**src/rtl/booth_mul_arbiter_pkg.sv**
```systemverilog
// Shared types and defaults for the Booth multiplier arbiter and its picker.
package booth_mul_arbiter_pkg;

  localparam int unsigned NREQ_DEF  = 4;
  localparam int unsigned WIDTH_DEF = 16;

  // Index width for n requesters; a single requester still needs one bit.
  function automatic int unsigned id_w(input int unsigned n);
    return (n > 1) ? $clog2(n) : 1;
  endfunction

  localparam int unsigned ID_W = id_w(NREQ_DEF);

  typedef enum logic [1:0] {
    StArb,
    StRun,
    StRsp
  } state_e;

endpackage

```
**src/rtl/booth_mul_arbiter_if.sv**
```systemverilog
// Request, response and multiplier-side signals of the Booth multiplier arbiter.
interface booth_mul_arbiter_if
  import booth_mul_arbiter_pkg::*;
#(
  parameter int unsigned NREQ    = NREQ_DEF,
  parameter int unsigned WIDTH_M = WIDTH_DEF,
  parameter int unsigned WIDTH_R = WIDTH_DEF
) ();

  localparam int unsigned IdW = id_w(NREQ);
  localparam int unsigned PW  = WIDTH_M + WIDTH_R;

  logic [NREQ-1:0]         req_valid;
  logic [NREQ-1:0]         req_ready;
  logic [NREQ*WIDTH_M-1:0] req_a;
  logic [NREQ*WIDTH_R-1:0] req_b;

  logic                    rsp_valid;
  logic                    rsp_ready;
  logic [IdW-1:0]          rsp_id;
  logic [PW-1:0]           rsp_data;
  logic                    rsp_err;

  logic                    mul_vld;
  logic [WIDTH_M-1:0]      mul_a;
  logic [WIDTH_R-1:0]      mul_b;
  logic [PW-1:0]           mul_out;
  logic                    mul_done;

  // Arbiter side.
  modport slave (
    input  req_valid, req_a, req_b, rsp_ready, mul_out, mul_done,
    output req_ready, rsp_valid, rsp_id, rsp_data, rsp_err, mul_vld, mul_a, mul_b
  );

  // Requesters, consumer and multiplier side.
  modport master (
    output req_valid, req_a, req_b, rsp_ready, mul_out, mul_done,
    input  req_ready, rsp_valid, rsp_id, rsp_data, rsp_err, mul_vld, mul_a, mul_b
  );

endinterface

```
**src/rtl/booth_mul_arbiter_rr_pick.sv**
```systemverilog
// Combinational round-robin picker: first set request at or above ptr, with wrap.
module booth_mul_arbiter_rr_pick
  import booth_mul_arbiter_pkg::*;
#(
  parameter int unsigned N = NREQ_DEF,
  localparam int unsigned IdxW = id_w(N)
) (
  input  logic [N-1:0]    req,
  input  logic [IdxW-1:0] ptr,
  output logic [N-1:0]    gnt,
  output logic [IdxW-1:0] idx,
  output logic            any
);

  logic [IdxW-1:0] j;

  // Scan N positions starting at ptr; the first hit wins.
  always_comb begin
    gnt = '0;
    idx = '0;
    any = 1'b0;
    j   = '0;
    for (int unsigned k = 0; k < N; k++) begin
      j = IdxW'((32'(ptr) + k) % N);
      if (!any && req[j]) begin
        any    = 1'b1;
        gnt[j] = 1'b1;
        idx    = j;
      end
    end
  end

endmodule

```
**src/rtl/booth_mul_arbiter.sv**
```systemverilog
// Shares one multi-cycle Booth multiplier among NREQ requesters, with a done watchdog.
module booth_mul_arbiter
  import booth_mul_arbiter_pkg::*;
#(
  parameter int unsigned NREQ    = NREQ_DEF,
  parameter int unsigned WIDTH_M = WIDTH_DEF,
  parameter int unsigned WIDTH_R = WIDTH_DEF,
  parameter int unsigned TIMEOUT = 2 * WIDTH_R
) (
  input  logic                clk,
  input  logic                rstn,
  booth_mul_arbiter_if.slave  bus,
  output logic                err_sticky
);

  localparam int unsigned IdW = id_w(NREQ);
  localparam int unsigned PW  = WIDTH_M + WIDTH_R;
  localparam int unsigned WdW = $clog2(TIMEOUT + 1);

  state_e             state_q, state_d;
  logic [IdW-1:0]     rr_ptr_q, rr_ptr_d;
  logic [IdW-1:0]     id_q, id_d;
  logic [WIDTH_M-1:0] mul_a_q, mul_a_d;
  logic [WIDTH_R-1:0] mul_b_q, mul_b_d;
  logic               mul_vld_q, mul_vld_d;
  logic               rsp_valid_q, rsp_valid_d;
  logic [PW-1:0]      rsp_data_q, rsp_data_d;
  logic               rsp_err_q, rsp_err_d;
  logic               err_q, err_d;
  logic [WdW-1:0]     wdog_q, wdog_d;

  logic [NREQ-1:0]    pick_gnt;
  logic [IdW-1:0]     pick_idx;
  logic               pick_any;

  booth_mul_arbiter_rr_pick #(
    .N (NREQ)
  ) u_rr_pick (
    .req (bus.req_valid),
    .ptr (rr_ptr_q),
    .gnt (pick_gnt),
    .idx (pick_idx),
    .any (pick_any)
  );

  // Next-state, operand latching, watchdog and the combinational grant.
  always_comb begin
    state_d       = state_q;
    rr_ptr_d      = rr_ptr_q;
    id_d          = id_q;
    mul_a_d       = mul_a_q;
    mul_b_d       = mul_b_q;
    mul_vld_d     = mul_vld_q;
    rsp_valid_d   = rsp_valid_q;
    rsp_data_d    = rsp_data_q;
    rsp_err_d     = rsp_err_q;
    err_d         = err_q;
    wdog_d        = wdog_q;
    bus.req_ready = '0;

    unique case (state_q)
      StArb: begin
        // No grant may be offered while reset is asserted.
        bus.req_ready = rstn ? pick_gnt : '0;
        if (pick_any) begin
          mul_a_d   = bus.req_a[pick_idx * WIDTH_M +: WIDTH_M];
          mul_b_d   = bus.req_b[pick_idx * WIDTH_R +: WIDTH_R];
          id_d      = pick_idx;
          mul_vld_d = 1'b1;
          rr_ptr_d  = (32'(pick_idx) == NREQ - 1) ? '0 : pick_idx + 1'b1;
          wdog_d    = '0;
          state_d   = StRun;
        end
      end
      StRun: begin
        wdog_d = wdog_q + 1'b1;
        // A real completion beats the watchdog in the same cycle.
        if (bus.mul_done) begin
          rsp_data_d  = bus.mul_out;
          rsp_err_d   = 1'b0;
          rsp_valid_d = 1'b1;
          mul_vld_d   = 1'b0;
          state_d     = StRsp;
        end else if (wdog_q == WdW'(TIMEOUT - 1)) begin
          rsp_data_d  = '0;
          rsp_err_d   = 1'b1;
          err_d       = 1'b1;
          rsp_valid_d = 1'b1;
          mul_vld_d   = 1'b0;
          state_d     = StRsp;
        end
      end
      StRsp: begin
        if (bus.rsp_ready) begin
          rsp_valid_d = 1'b0;
          state_d     = StArb;
        end
      end
      default: state_d = StArb;
    endcase
  end

  // State register with asynchronous active-low reset.
  always_ff @(posedge clk or negedge rstn) begin
    if (!rstn) begin
      state_q     <= StArb;
      rr_ptr_q    <= '0;
      id_q        <= '0;
      mul_a_q     <= '0;
      mul_b_q     <= '0;
      mul_vld_q   <= 1'b0;
      rsp_valid_q <= 1'b0;
      rsp_data_q  <= '0;
      rsp_err_q   <= 1'b0;
      err_q       <= 1'b0;
      wdog_q      <= '0;
    end else begin
      state_q     <= state_d;
      rr_ptr_q    <= rr_ptr_d;
      id_q        <= id_d;
      mul_a_q     <= mul_a_d;
      mul_b_q     <= mul_b_d;
      mul_vld_q   <= mul_vld_d;
      rsp_valid_q <= rsp_valid_d;
      rsp_data_q  <= rsp_data_d;
      rsp_err_q   <= rsp_err_d;
      err_q       <= err_d;
      wdog_q      <= wdog_d;
    end
  end

  assign bus.mul_vld   = mul_vld_q;
  assign bus.mul_a     = mul_a_q;
  assign bus.mul_b     = mul_b_q;
  assign bus.rsp_valid = rsp_valid_q;
  assign bus.rsp_id    = id_q;
  assign bus.rsp_data  = rsp_data_q;
  assign bus.rsp_err   = rsp_err_q;
  assign err_sticky    = err_q;

endmodule

```
**src/flat_wrapper.sv**
```systemverilog
// flat-port wrapper written by rule: the top's interface ports become plain ports
module booth_mul_arbiter_flat import booth_mul_arbiter_pkg::*;
#(
  parameter int unsigned NREQ    = NREQ_DEF,
  parameter int unsigned WIDTH_M = WIDTH_DEF,
  parameter int unsigned WIDTH_R = WIDTH_DEF,
  parameter int unsigned TIMEOUT = 2 * WIDTH_R
)
  (clk, rstn, err_sticky, bus_req_valid, bus_req_a, bus_req_b, bus_rsp_ready, bus_mul_out, bus_mul_done, bus_req_ready, bus_rsp_valid, bus_rsp_id, bus_rsp_data, bus_rsp_err, bus_mul_vld, bus_mul_a, bus_mul_b);
  booth_mul_arbiter_if #(.NREQ(NREQ), .WIDTH_M(WIDTH_M), .WIDTH_R(WIDTH_R)) bus_i ();
  input  logic clk;
  input  logic rstn;
  output logic err_sticky;
  input wire logic [$bits(bus_i.req_valid)-1:0] bus_req_valid;
  input wire logic [$bits(bus_i.req_a)-1:0] bus_req_a;
  input wire logic [$bits(bus_i.req_b)-1:0] bus_req_b;
  input wire logic [$bits(bus_i.rsp_ready)-1:0] bus_rsp_ready;
  input wire logic [$bits(bus_i.mul_out)-1:0] bus_mul_out;
  input wire logic [$bits(bus_i.mul_done)-1:0] bus_mul_done;
  output wire logic [$bits(bus_i.req_ready)-1:0] bus_req_ready;
  output wire logic [$bits(bus_i.rsp_valid)-1:0] bus_rsp_valid;
  output wire logic [$bits(bus_i.rsp_id)-1:0] bus_rsp_id;
  output wire logic [$bits(bus_i.rsp_data)-1:0] bus_rsp_data;
  output wire logic [$bits(bus_i.rsp_err)-1:0] bus_rsp_err;
  output wire logic [$bits(bus_i.mul_vld)-1:0] bus_mul_vld;
  output wire logic [$bits(bus_i.mul_a)-1:0] bus_mul_a;
  output wire logic [$bits(bus_i.mul_b)-1:0] bus_mul_b;
  assign bus_i.req_valid = bus_req_valid;
  assign bus_i.req_a = bus_req_a;
  assign bus_i.req_b = bus_req_b;
  assign bus_i.rsp_ready = bus_rsp_ready;
  assign bus_i.mul_out = bus_mul_out;
  assign bus_i.mul_done = bus_mul_done;
  assign bus_req_ready = bus_i.req_ready;
  assign bus_rsp_valid = bus_i.rsp_valid;
  assign bus_rsp_id = bus_i.rsp_id;
  assign bus_rsp_data = bus_i.rsp_data;
  assign bus_rsp_err = bus_i.rsp_err;
  assign bus_mul_vld = bus_i.mul_vld;
  assign bus_mul_a = bus_i.mul_a;
  assign bus_mul_b = bus_i.mul_b;
  booth_mul_arbiter #(.NREQ(NREQ), .WIDTH_M(WIDTH_M), .WIDTH_R(WIDTH_R), .TIMEOUT(TIMEOUT)) u_core (.clk(clk), .rstn(rstn), .bus(bus_i), .err_sticky(err_sticky));
endmodule
```
**config.mk**
```make
export PLATFORM = sky130hd
export DESIGN_NAME = booth_mul_arbiter_flat
export DESIGN_NICKNAME = d
export VERILOG_FILES = /design/src/rtl/booth_mul_arbiter_pkg.sv /design/src/rtl/booth_mul_arbiter_if.sv /design/src/rtl/booth_mul_arbiter_rr_pick.sv /design/src/rtl/booth_mul_arbiter.sv /design/src/flat_wrapper.sv
export SDC_FILE = /design/constraint.sdc
export NUM_CORES = 1
export LEC_CHECK = 0
export BUFFER_PORTS_ARGS = -buffer_cell sky130_fd_sc_hd__clkbuf_2
export CORE_MARGIN = 5
export CORE_UTILIZATION = 25
export CTS_CLUSTER_DIAMETER = 80
export DETAILED_ROUTE_END_ITERATION = 8
export PLACE_DENSITY_LB_ADDON = 0.05
export SETUP_SLACK_MARGIN = 0.05
export SYNTH_ARGS = -nofsm -noshare
export SYNTH_HDL_FRONTEND = slang
export SYNTH_SLANG_ARGS = --single-unit
```
**constraint.sdc**
```tcl
create_clock -name clk -period 8 [get_ports clk]
set_input_delay 0.4 -clock clk [delete_from_list [all_inputs] [get_ports clk]]
set_output_delay 0.4 -clock clk [all_outputs]
set_load 0.05 [all_outputs]
```
# Yosys cells after proc, flatten, opt, wreduce, memory -nomap -nowiden
# Index checks and enable logic that the tools add are counted.
# Widths: inputs -> output; s select.
[totals]
inputBits = 168
out_inout_bits = 74
regBits = 80
[op_classes]
shifts = 2
eq_ne = 7
bitwise = 4
mux = 49
add_sub_neg = 5
magnitude_cmp = 8
n_reduce_logical = 21
[ops]
columns = ["op", "count"]
rows = [
  ["$shiftx 64x7->16", 2],
  ["$mux 32", 2],
  ["$mux 4", 6],
  ["$mux 1", 19],
  ["$mux 2", 9],
  ["$lt 2x3->1 const B", 4],
  ["$or 4x4->4", 3],
  ["$pmux 6 s2", 1],
  ["$reduce_and 3->1", 4],
  ["$bmux 1 s2", 4],
  ["$demux 1 s2", 4],
  ["$ge 2x1->1 const B", 4],
  ["$logic_and 1x1->1", 7],
  ["$add 6x1->6 const B", 1],
  ["$eq 6x5->1 const B", 1],
  ["$mux 6", 1],
  ["$pmux 2 s3", 1],
  ["$reduce_and 2->1", 3],
  ["$reduce_bool 2->1", 3],
  ["$add 2x1->2 const B", 2],
  ["$add 2x2->2 const B", 2],
  ["$eq 2x2->1 const B", 2],
  ["$pmux 1 s2", 2],
  ["$logic_not 1->1", 3],
  ["other kinds (6)", 6],
]

# Longest topological paths before layout
# Gate-level depths: netlist (run 1).
[depth]
ltp_word = 14
mapped_depth = 14
ltp_nobuf = 10

# By module
# Synthesis (run 1) repeated with hierarchy kept, for this count alone.
[unflattened]
cells_unflattened = 400
area_unflattened_um2 = 4371.7
[modules_own_cells]
columns = ["mod", "cells_per_inst", "instances", "seq_area_each_um2", "area_each_um2"]
rows = [
  ["booth_mul_arbiter", 355, 1, 2001.9, 3950.0],
  ["booth_mul_arbiter_rr_pick", 45, 1, 0.0, 421.7],
]

# Worst setup path after synthesis (run 1)
# No wires, ideal clock.
[synth_timing]
path_kind = "register to output"
start = "register u_core.rr_ptr_q[0]"
end = "output bus_req_ready[0]"
required_ns = 7.600
n_path_buf = 4
t_arrival_ns = 3.037
stages_incl_launch_ff = 13
path_slack_ns = 4.563
path_cell_list = "dfrtp_1 -> buf_2 -> inv_1 -> ha_1 -> mux4_2 -> nor2b_1 -> buf_2 -> buf_2 -> buf_2 -> a22oi_1 -> nor2_1 -> a221oi_1 -> nor2_1"
[synth_via]
elab_chain_cells = 14
word_cells_on_any_way = 49
classes_between = "3 x add/sub; 8 x order compare; 25 x mux; 3 x bitwise; 10 x reduce/logical"
[synth_rtl]
columns = ["item", "line", "text"]
rows = [
  ["start, declared", "booth_mul_arbiter.sv:21", "logic [IdW-1:0] rr_ptr_q, rr_ptr_d;"],
  ["start signal, assigned", "booth_mul_arbiter.sv:119", "rr_ptr_q <= rr_ptr_d;"],
  ["branches (longest 11 deep; another with $lt 2x3->1)", "-", ""],
  ["$mux 4 (*)", "booth_mul_arbiter_rr_pick.sv:25", "if (!any && req[j]) begin"],
  ["$mux 4 (*)", "booth_mul_arbiter.sv:64", "bus.req_ready = rstn ? pick_gnt : '0;"],
  ["$mux 4 (*)", "booth_mul_arbiter.sv:61", "unique case (state_q)"],
  ["end, declared", "flat_wrapper.sv:20", "output wire logic [$bits(bus_i.req_ready)-1:0] bus_req_ready;"],
]
# Mark *: on every way between the ends. The select of a mux whose other input is x is not followed.

# Final worst setup path (run 1)
[layout_timing]
start = "register u_core.rr_ptr_q[0]"
end = "register u_core.rr_ptr_q[1]"
[layout_via]
elab_chain_cells = 14
word_cells_on_any_way = 29
classes_between = "4 x add/sub; 1 x eq/ne; 17 x mux; 7 x reduce/logical"
[layout_rtl]
columns = ["item"]
rows = [
  ["branches (longest 14 deep; another with $add 2x1->2)"],
]
# Several ways; the timed one is not identified. The select of a mux whose other input is x is not followed.
# A chain may end at the register's enable or synchronous reset.

==> qor.yml, run 1 <==
cts:
  cts-hold-fix-buffers: 1
  worst_skew_pair.late_latency_ps: 350
  clock_path_buffers: 2
  cts.sink_count: 80
  clock-root-buffer: "clkbuf_16"
  clock_tree.htree_level_count: 3
  tritoncts: "done"
  postCtsSetupRepairBufs: 0
  post_cts_resize_count: 0
  cts-buffers-inserted: 9
  path_clk_slew_ps: 70
pwr:
  power.leakage_uw: 0.00318
  power.internal_uw: 1540
  power_switching_uw: 1970
  irDropWorstVdd_uv: 145
  power-per-cell-area_nw_per_um2: 507
  power_frac_clock: 0.115
  swShare: 0.561
  power.share.combinational: 0.680
  total_power_uw: 3500
  seq_power_share: 0.206
worst_setup_path:
  ff2ff_setup_slack_ps: 3160
  setup.worst_path.end_class: "register"
  worst_ep_required_time_ps: 8190
  timing.critical_path.cells: "buf_4, inv_1, ha_1, mux4_2, o21ba_4, or2_1, and2_4, inv_4, ha_1, nand2_1, o21ai_0"
  cp.arrival_ps: 5030
  highest_delay_cell_along_the_critical_path: "or2_1"
  reg2regPathDepth: 11
  r2r-end: "u_core.rr_ptr_q[1]$_DFFE_PN0P_"
  element_type_at_the_critical_path_start: "register"
  path_max_fanout: 95
  critPathKind: "register to register"
  worst_path_largest_cell_delay_ps: 750
  worst_r2r_startpoint: "u_core.rr_ptr_q[0]$_DFFE_PN0P_"
  critical_path_most_common_cell: "ha_1"
min_path:
  worstHoldEndpoint: "u_core.bus.rsp_data[18]$_DFFE_PN0P_"
  timing.hold.worst_path_depth: 2
  worstHoldStart: "bus_mul_out[18]"
  hold_path.class: "input port to register"
grt:
  grt_first_pass_wirelength_um: 31600
  global_route.usage.total: 0.166
  grt_overflow_total: 0
  grt_antenna_before_repair: 4
  grt_start_max_net_pins: 96
  grt_pass1_vias: 5566
routing:
  via_to_cell_ratio: 5.19
  firstDrtPassIters: 5
  ant_nets: 0
  drt_iter0_drc: 365
  dr_wl_cell_um: 19.4
  totalWireLength_um: 20700
  route.vias.total: 5523
  drt_drc_violations_left: 0
synth:
  share_of_flip_flops_with_an_asynchronous_set_or_reset_after_synthesis: 1.00
  synth_largest_type_area_fraction: 0.381
  yosysUniqueCellTypes: 53
  synth_edf_count: 0
  synth_warn: 0
  synth.top_cells.by_count: "dfrtp_1 (80), nand2_1 (63), nand3_1 (59)"
  synthFlopType: "dfrtp_1"
  post_synth_instance_area_um2: 5250
  sequential_cell_area_fraction_in_the_yosys_report: 0.381
  yosysMostFrequentCell: "dfrtp_1"
  postSynthNetCount: 760
  post_synth_inst_count: 582
  synth-seq-cells: 80
  synth.top_cells.by_area: "dfrtp_1 (38%), nand3_1 (5.6%), a22o_1 (5.3%)"
  synth_area_per_cell_um2: 9.02
  yosysTopAreaCell: "dfrtp_1"
placed_design:
  routabilityCongestion: 0.806
  dpl-instance-area_um2: 6620
  io_buffer_count: 241
  hpwl_um: 14800
timing:
  period_minus_slack_ps: 4840
  relSlewSlack: 0.186
  worstMarginPinSlew_ps: 1220
  total_negative_setup_slacks_ps: 0
  report.final.hold_viol_count: 0
  grt_setup_unrepaired: "no"
  clock-skew-final_ps: 12.7
  timing.final.max_slew_violations: 0
  fin_crit_sh: 0.605
  setup_violations: 0
  fmax_achieved_mhz: 207
layout:
  area_growth_syn_to_layout_pct: 31.5
  insertedDiodeCount: 0
  num-nets-final: 963
  final_design_area_no_fill_um2: 6900
  layout-drive-gt1-share: 0.363
floorplanning:
  die_height_um: 155
  initial_utilization: 0.252
  die_w_um: 155
  fp.dieArea_um2: 24000
  total_core_area_um2: 20800
  fp-row-count: 53
  ports_placed_on_the_boundary: 242
run:
  max-cap-violations: 0
status:
  run_status: "finished, final reports clean"
[cell families (layout without fill, tap and decap cells)]
logic type | after synthesis | in the layout | share of synthesized area
and+or+nand+nor | 203 | 203 | 0.189
AOI/OAI and AO/OA | 189 | 189 | 0.272
DFF | 80 | 80 | 0.381
buffers and inverters | 63 | 271 | 0.0562
muxes | 35 | 35 | 0.0748
adders and majority gates | 10 | 10 | 0.0238
xor gates and xnor gates | 2 | 2 | 0.00334
[worst max path at each step]
| stage | startpoint | endpoint | slack (ps) | depth (start not counted) |
|---|---|---|---|---|
| 6_report | u_core.rr_ptr_q[0]$_DFFE_PN0P_ | u_core.rr_ptr_q[1]$_DFFE_PN0P_ | 3160 | 11 |
| 5_1_grt | u_core.rr_ptr_q[0]$_DFFE_PN0P_ | u_core.rr_ptr_q[1]$_DFFE_PN0P_ | 2770 | 11 |
| 4_1_cts | u_core.rr_ptr_q[0]$_DFFE_PN0P_ | u_core.rr_ptr_q[1]$_DFFE_PN0P_ | 3100 | 11 |
| 3_5_place_dp | u_core.rr_ptr_q[0]$_DFFE_PN0P_ | u_core.rr_ptr_q[1]$_DFFE_PN0P_ | 3120 | 11 |
| 3_3_place_gp | u_core.rr_ptr_q[0]$_DFFE_PN0P_ | u_core.rr_ptr_q[1]$_DFFE_PN0P_ | 3230 | 11 |
| 2_1_floorplan | u_core.rr_ptr_q[0]$_DFFE_PN0P_ | bus_req_ready[0] | 4560 | 12 |
[cell type report]
class / instances / area [um^2]
fillers: 2243 / 13900
multi-input cells: 439 / 2980
flip-flops and latches: 80 / 2000
repair buffers: 249 / 1270
well taps: 275 / 344
clock buffers: 9 / 225
clock inverters: 7 / 53.8
inverters: 6 / 25.0
[power groups by stage]
stage	Sequential (uW)	Clock (uW)	Combinational [uW]
finish	721	402	2380
global placement	725	0	2380
global route	744	432	2570
CTS	720	416	2410
floorplan	1270	0	1280
detailed placement	724	0	2400
[routing by layer]
metal  vias up  track usage  routed length [um]
met5         -            0                  72
met4         8       0.0488                 365
met3        27       0.0428                1550
met2       222        0.251                9230
met1      2633        0.233                9430
li1       2633            -                   -
[metrics by stage]
stage,hold slack [ps],instances,setup WS (ps),utilization
6_report,279,1065,3160,0.332
5_1_grt,269,1065,2770,0.332
4_1_cts,259,1065,3100,0.332
3_5_place_dp,228,1048,3120,0.318
3_3_place_gp,231,1048,3230,0.318
2_1_floorplan,104,582,4560,-
[cell usage in the layout (no fill, tap or decap), types with 3 or more instances in the layout]
cell type,Yosys,routed
a221oi_1,4,4
o21a_1,3,3
and3_1,3,3
a31oi_1,3,3
nand3_1,59,59
nor2_1,31,31
clkbuf_16,0,9
dfrtp_1,80,79
clkbuf_2,0,240
a22o_1,32,32
buf_4,2,8
a41oi_1,21,21
nand2b_1,12,12
clkinvlp_4,0,3
ha_1,10,10
a32oi_1,7,7
a21oi_1,28,28
mux4_2,3,3
inv_1,5,5
mux2_2,4,4
o21ai_0,25,25
mux2i_1,28,28
nand4bb_1,6,6
a22oi_1,4,4
o22ai_1,23,23
nor3_1,14,14
a221o_1,22,22
inv_6,0,3
nand2_1,63,63
[registers in the layout, indices dropped and copies added (netlist names)]
signal / count
u_core.bus.mul_a: 16
u_core.state_q: 2
u_core.bus.mul_b: 16
u_core.bus.rsp_id: 2
u_core.rr_ptr_q: 2
u_core.err_sticky: 1
u_core.bus.rsp_data: 32
u_core.bus.mul_vld: 1
u_core.wdog_q: 6
u_core.bus.rsp_valid: 1
u_core.bus.rsp_err: 1
[worst max-delay path, delay by kind of cell, from the launching register on]
family	cells	cell delay, ps
muxes	1	500
AOI/OAI and AO/OA	2	390
adders and majority gates	2	950
and+or+nand+nor	3	1250
DFF	1	340
buffers and inverters	3	1210
Power figures use the tool's default switching activity.
==> inputs of run 2 (changes only) <==
- ABC_AREA: not set -> 1
- clock period: 8 -> 3.88 ns (I/O delays scaled with it)
==> qor.yml, run 2 <==
min_path:
  hold_path.class: "input port to register"
layout:
  nFillCells: 2311
  insertedDiodeCount: 0
  final_design_area_no_fill_um2: 6830
  layout-drive-gt1-share: 0.294
  number_of_flip_flops_in_the_largest_register: 32
  layout.area.seq_um2: 2000
  num-nets-final: 1160
  layout_common_cells: "nand2_1 (283), clkbuf_2 (240), nand3_1 (147), inv_1 (122), dfrtp_1 (80)"
  area_growth_syn_to_layout_pct: 35.3
  final_common_cell: "nand2_1"
  multiInputGateArea_um2: 2380
synth:
  yosysTopAreaCell: "dfrtp_1"
  synth_edf_count: 0
  synth-seq-cells: 80
  yosysMostFrequentCell: "nand2_1"
  synth.top_cells.by_area: "dfrtp_1 (40%), nand2_1 (21%), nand3_1 (15%)"
  postSynthNetCount: 937
  sequential_cell_area_fraction_in_the_yosys_report: 0.397
  synthFlopType: "dfrtp_1"
  synth.top_cells.by_count: "nand2_1 (285), nand3_1 (147), inv_1 (122)"
  synth_area_per_cell_um2: 6.65
  post_synth_inst_count: 759
  yosysUniqueCellTypes: 31
  synth_largest_type_area_fraction: 0.397
  share_of_flip_flops_with_an_asynchronous_set_or_reset_after_synthesis: 1.00
  synth_warn: 0
  post_synth_instance_area_um2: 5050
cts:
  worst_skew_pair.late_latency_ps: 350
  cts-buffers-inserted: 9
  post_cts_resize_count: 0
  clock_path_buffers: 2
  cts.sink_count: 80
  tritoncts: "done"
  path_clk_slew_ps: 70
  postCtsSetupRepairBufs: 0
  clock-root-buffer: "clkbuf_16"
  clock_tree.htree_level_count: 3
worst_setup_path:
  worst_ep_required_time_ps: 4080
  element_type_at_the_critical_path_start: "register"
  cp.arrival_ps: 3280
  path_max_fanout: 31
  critPathKind: "register to register"
  setup.worst_path.end_class: "register"
timing:
  fin_crit_sh: 0.795
  clock-skew-final_ps: 7.35
  setup_violations: 0
  grt_setup_unrepaired: "no"
  relSlewSlack: 0.509
  total_negative_setup_slacks_ps: 0
  timing.final.max_slew_violations: 0
  period_minus_slack_ps: 3080
  report.final.hold_viol_count: 0
  worstMarginPinSlew_ps: 736
  setup_slack_ps: 797
  fmax_achieved_mhz: 324
pwr:
  irDropWorstVdd_uv: 411
  power.leakage_uw: 0.00415
  power-per-cell-area_nw_per_um2: 1110
routing:
  firstDrtPassIters: 4
  route.vias.total: 5329
  drt_drc_violations_left: 0
  via_to_cell_ratio: 4.24
  drt_iter0_drc: 314
  ant_nets: 0
  dr_wl_cell_um: 14.3
  totalWireLength_um: 18000
grt:
  grt_first_pass_wirelength_um: 29000
  grt_overflow_total: 0
  grt_pass1_vias: 5425
  grt_start_max_net_pins: 46
  grt_antenna_before_repair: 0
  global_route.usage.total: 0.154
placed_design:
  pre_cts_ws_ps: 789
  dpl-instance-area_um2: 6480
  io_buffer_count: 241
  routabilityCongestion: 0.814
  hpwl_um: 13600
floorplanning:
  die_w_um: 152
  ports_placed_on_the_boundary: 242
  die_height_um: 152
  fp-row-count: 52
  initial_utilization: 0.252
  fp.dieArea_um2: 23100
  total_core_area_um2: 20000
run:
  max-cap-violations: 0
status:
  run_status: "finished, final reports clean"
[run 2: changes by cell type in the layout (fill, tap and decap cells not counted), moves of 22 or more]
cell	delta
nand2_1	+220
nand3_1	+88
inv_1	+117
mux2i_1	-28
a221o_1	-22
a22o_1	-32
[run 2: worst max-delay path, stage by stage, from the launching register on]
cell and delay (ps):
dfrtp_1 620, inv_4 130, ha_1 370, inv_1 130, nand3_1 100, nand2_2 150, nand4_4 170, nand2_1 130
nand2_2 350, inv_4 350, ha_1 280, nand2_1 60, o21ai_0 90
[run 2: worst paths after layout]
path / start / endpoint / slack (ps) / cells past startpoint
worst min-delay path: bus_rsp_ready / u_core.state_q[1]$_DFFE_PN0P_ / 60 / 2
worst max register to register: u_core.rr_ptr_q[0]$_DFFE_PN0P_ / u_core.rr_ptr_q[1]$_DFFE_PN0P_ / 800 / 12
worst max-delay path: u_core.rr_ptr_q[0]$_DFFE_PN0P_ / u_core.rr_ptr_q[1]$_DFFE_PN0P_ / 800 / 12
max in group asynchronous: rstn / u_core.bus.mul_a[1]$_DFFE_PN0P_ / 2460 / 3
min in group asynchronous: rstn / u_core.bus.mul_a[14]$_DFFE_PN0P_ / 360 / 2
worst min register to register: u_core.err_sticky$_DFFE_PN0P_ / u_core.err_sticky$_DFFE_PN0P_ / 470 / 2
[run 2: area by class of cell]
class	instances	share of cell area
timing repair buffer	250	0.189
inverter	126	0.0703
clock inverter	6	0.0170
tap	270	0.0495
clock buffer	9	0.0330
sequential	80	0.293
multi-input combinational	515	0.348
[run 2: what timing repair did]
item,CTS,global route
endpoints found under the hold margin,35,0
endpoints found under the setup margin,0,0
hold buffers,1,0
[run 2: stage by stage]
stage / power (uW) / utilization / std cells / hold WS [ps]
after floorplan: 5430 / - / 759 / -102
after global placement: 6720 / 0.323 / 1240 / 216
after detailed placement: 6700 / 0.323 / 1240 / 216
after CTS: 7740 / 0.341 / 1256 / 40.9
after global routing: 8320 / 0.341 / 1256 / 56.6
final: 7580 / 0.341 / 1256 / 58.6
[run 2: power breakdown]
part	leakage [uW]	total, uW	switching [uW]	internal (uW)
Clock	0.000166	1010	376	632
Sequential	0.000985	1490	245	1250
Combinational	0.00299	5080	3750	1330
Total	0.00415	7580	4370	3210
[run 2: logic make-up (layout without fill, tap and decap cells)]
kind of cell,after synthesis,after routing,synth area share
AOI/OAI and AO/OA,29,29,0.0310
adders and majority gates,10,10,0.0248
buffers and inverters,164,391,0.134
and+or+nand+nor,476,476,0.414
DFF,80,80,0.397
[run 2: routing by layer]
metal	vias up	part of all wire	global-route usage	routed length [um]
li1	2762	-	-	-
met1	2411	0.45	0.200	8070
met2	143	0.47	0.252	8510
met3	13	0.066	0.0424	1180
met4	0	0.012	0.0415	210
met5	-	0	0	0
==> inputs of run 3 (changes only) <==
- ABC_AREA: 1 -> 0
- clock period: 3.88 -> 2.5 ns (I/O delays scaled with it)
==> qor.yml, run 3 (synthesis results as in run 1) <==
grt:
  grt_first_pass_wirelength_um: 32400
  grt_overflow_total: 0
  grt_start_max_net_pins: 69
  grt_antenna_before_repair: 7
  grt_pass1_vias: 5747
  global_route.usage.total: 0.171
worst_setup_path:
  critical_path_most_common_cell: "buf_4"
  element_type_at_the_critical_path_start: "register"
  cp.arrival_ps: 2770
  worst_path_largest_cell_delay_ps: 400
  timing.critical_path.cells: "clkinvlp_4, ha_4, buf_4, buf_4, mux2i_1, o21ba_4, or2_4, clkbuf_16, o22ai_2, a21oi_1, a221o_1"
  setup.worst_path.end_class: "register"
  critical_path_buf_inv_count: 4
  path_max_fanout: 10
  worst_ep_required_time_ps: 2720
  critPathKind: "register to register"
  highest_delay_cell_along_the_critical_path: "dfrtp_2"
  path_delay_family: "compound AO/OA/AOI/OAI gates"
placed_design:
  routabilityCongestion: 0.818
  io_buffer_count: 241
  pre_cts_ws_ps: -105
  hpwl_um: 15800
  dp_cells: 1091
routing:
  via_to_cell_ratio: 5.04
  dr_wl_cell_um: 19.2
  drt_drc_violations_left: 0
  firstDrtPassIters: 4
  drt_iter0_drc: 332
  route.vias.total: 5739
  ant_nets: 0
  totalWireLength_um: 21900
timing:
  total_negative_setup_slacks_ps: -796
  relSlewSlack: 0.394
  fin_crit_sh: 1.02
  timing.final.max_slew_violations: 0
  report.final.hold_viol_count: 0
  clock-skew-final_ps: 8.14
  worstMarginPinSlew_ps: 910
  fmax_achieved_mhz: 392
  grt_setup_unrepaired: "yes"
  setup_slack_ps: -51.2
  setup_violations: 30
  period_minus_slack_ps: 2550
floorplanning:
  total_core_area_um2: 20800
  die_w_um: 155
  die_height_um: 155
  fp-row-count: 53
  ports_placed_on_the_boundary: 242
  fp.dieArea_um2: 24000
  initial_utilization: 0.252
pwr:
  power-per-cell-area_nw_per_um2: 1660
  total_power_uw: 13800
  power.leakage_uw: 0.00372
  irDropWorstVdd_uv: 507
cts:
  clock-root-buffer: "clkbuf_16"
  cts.sink_count: 80
  clock_tree.htree_level_count: 3
  cts-buffers-inserted: 9
  path_clk_slew_ps: 70
  clock_path_buffers: 2
  worst_skew_pair.late_latency_ps: 340
  tritoncts: "done"
run:
  max-cap-violations: 0
status:
  run_status: "complete, but fails checks"
  violations: "setup timing"
layout:
  layout-drive-gt1-share: 0.476
  layoutNonFillerInstCount: 1139
  number_of_flip_flops_in_the_largest_register: 32
  num-nets-final: 1037
  area_growth_syn_to_layout_pct: 57.4
  insertedDiodeCount: 0
  layout_common_cells: "clkbuf_2 (236), dfrtp_1 (79), nand2_1 (62), nand3_1 (59), buf_4 (43)"
  final_common_cell: "clkbuf_2"
min_path:
  hold_path.class: "input port to register"
==> run 3: cell types whose count changed in the layout (fill, tap and decap cells not counted), sizes merged, moves of 28 or more <==
cell / previous run / this run
inv: 128 / 7
nand3: 148 / 59
mux2i: 0 / 28
nand2: 291 / 63
buf: 9 / 69
a22o: 0 / 32
==> run 3: power breakdown <==
part / switching [uW] / internal, uW / total [uW]
Combinational: 6160 / 4040 / 10200
Sequential: 359 / 1910 / 2270
Clock: 596 / 681 / 1280
Total: 7120 / 6630 / 13800
==> run 3: path summary, 6_finish.rpt <==
| check | from | to | slack [ps] | cells after the start |
|---|---|---|---|---|
| hold / removal | bus_mul_out[8] | u_core.bus.rsp_data[8]$_DFFE_PN0P_ | 10 | 2 |
| max in group asynchronous | rstn | u_core.bus.rsp_data[1]$_DFFE_PN0P_ | 1120 | 3 |
| min in group asynchronous | rstn | u_core.bus.mul_a[13]$_DFFE_PN0P_ | 210 | 2 |
| hold reg to reg | u_core.bus.mul_vld$_DFFE_PN0P_ | u_core.bus.mul_vld$_DFFE_PN0P_ | 480 | 2 |
| setup / recovery | u_core.rr_ptr_q[0]$_DFFE_PN0P_ | u_core.bus.mul_b[1]$_DFFE_PN0P_ | -50 | 11 |
| setup reg to reg | u_core.rr_ptr_q[0]$_DFFE_PN0P_ | u_core.bus.mul_b[1]$_DFFE_PN0P_ | -50 | 11 |
==> run 3: final cells by class <==
| class | instances | area [um^2] |
|---|---|---|
| clock buffer | 9 | 225 |
| multi-input combinational | 439 | 3440 |
| timing repair buffer | 323 | 2170 |
| fill | 2156 | 12600 |
| inverter | 6 | 33.8 |
| clock inverter | 7 | 53.8 |
| tap | 275 | 344 |
| sequential | 80 | 2000 |
==> run 3: metrics by stage <==
stage	instance area [um^2]	utilization	hold WS (ps)
floorplan	5390	-	-171
global placement	7160	0.344	13.0
detailed placement	7160	0.344	8.17
CTS	7900	0.379	0.132
global route	8260	0.397	0.477
finish	8260	0.397	12.1
==> run 3: timing repair <==
item,in CTS,in global routing
pin swaps,24,23
hold buffers,15,0
endpoints found under the hold margin,26,0
gates resized for setup,48,47
cloned,0,4
endpoints found under the setup margin,38,38
setup buffers,10,4
==> run 3: worst register-to-register path, stage by stage (launching register included) <==
cell        delay [ps]
dfrtp_2            400
clkinvlp_4         120
ha_4               280
buf_4              150
buf_4              130
mux2i_1            120
o21ba_4            210
or2_4              290
clkbuf_16          190
o22ai_2            140
a21oi_1             70
a221o_1            340
==> run 3: routing by layer <==
metal	wire, um	up-vias	GRT usage
met1	9380	2727	0.228
met2	10300	189	0.270
met5	84	-	0
met3	1770	30	0.0517
met4	285	14	0.0467
li1	-	2779	-
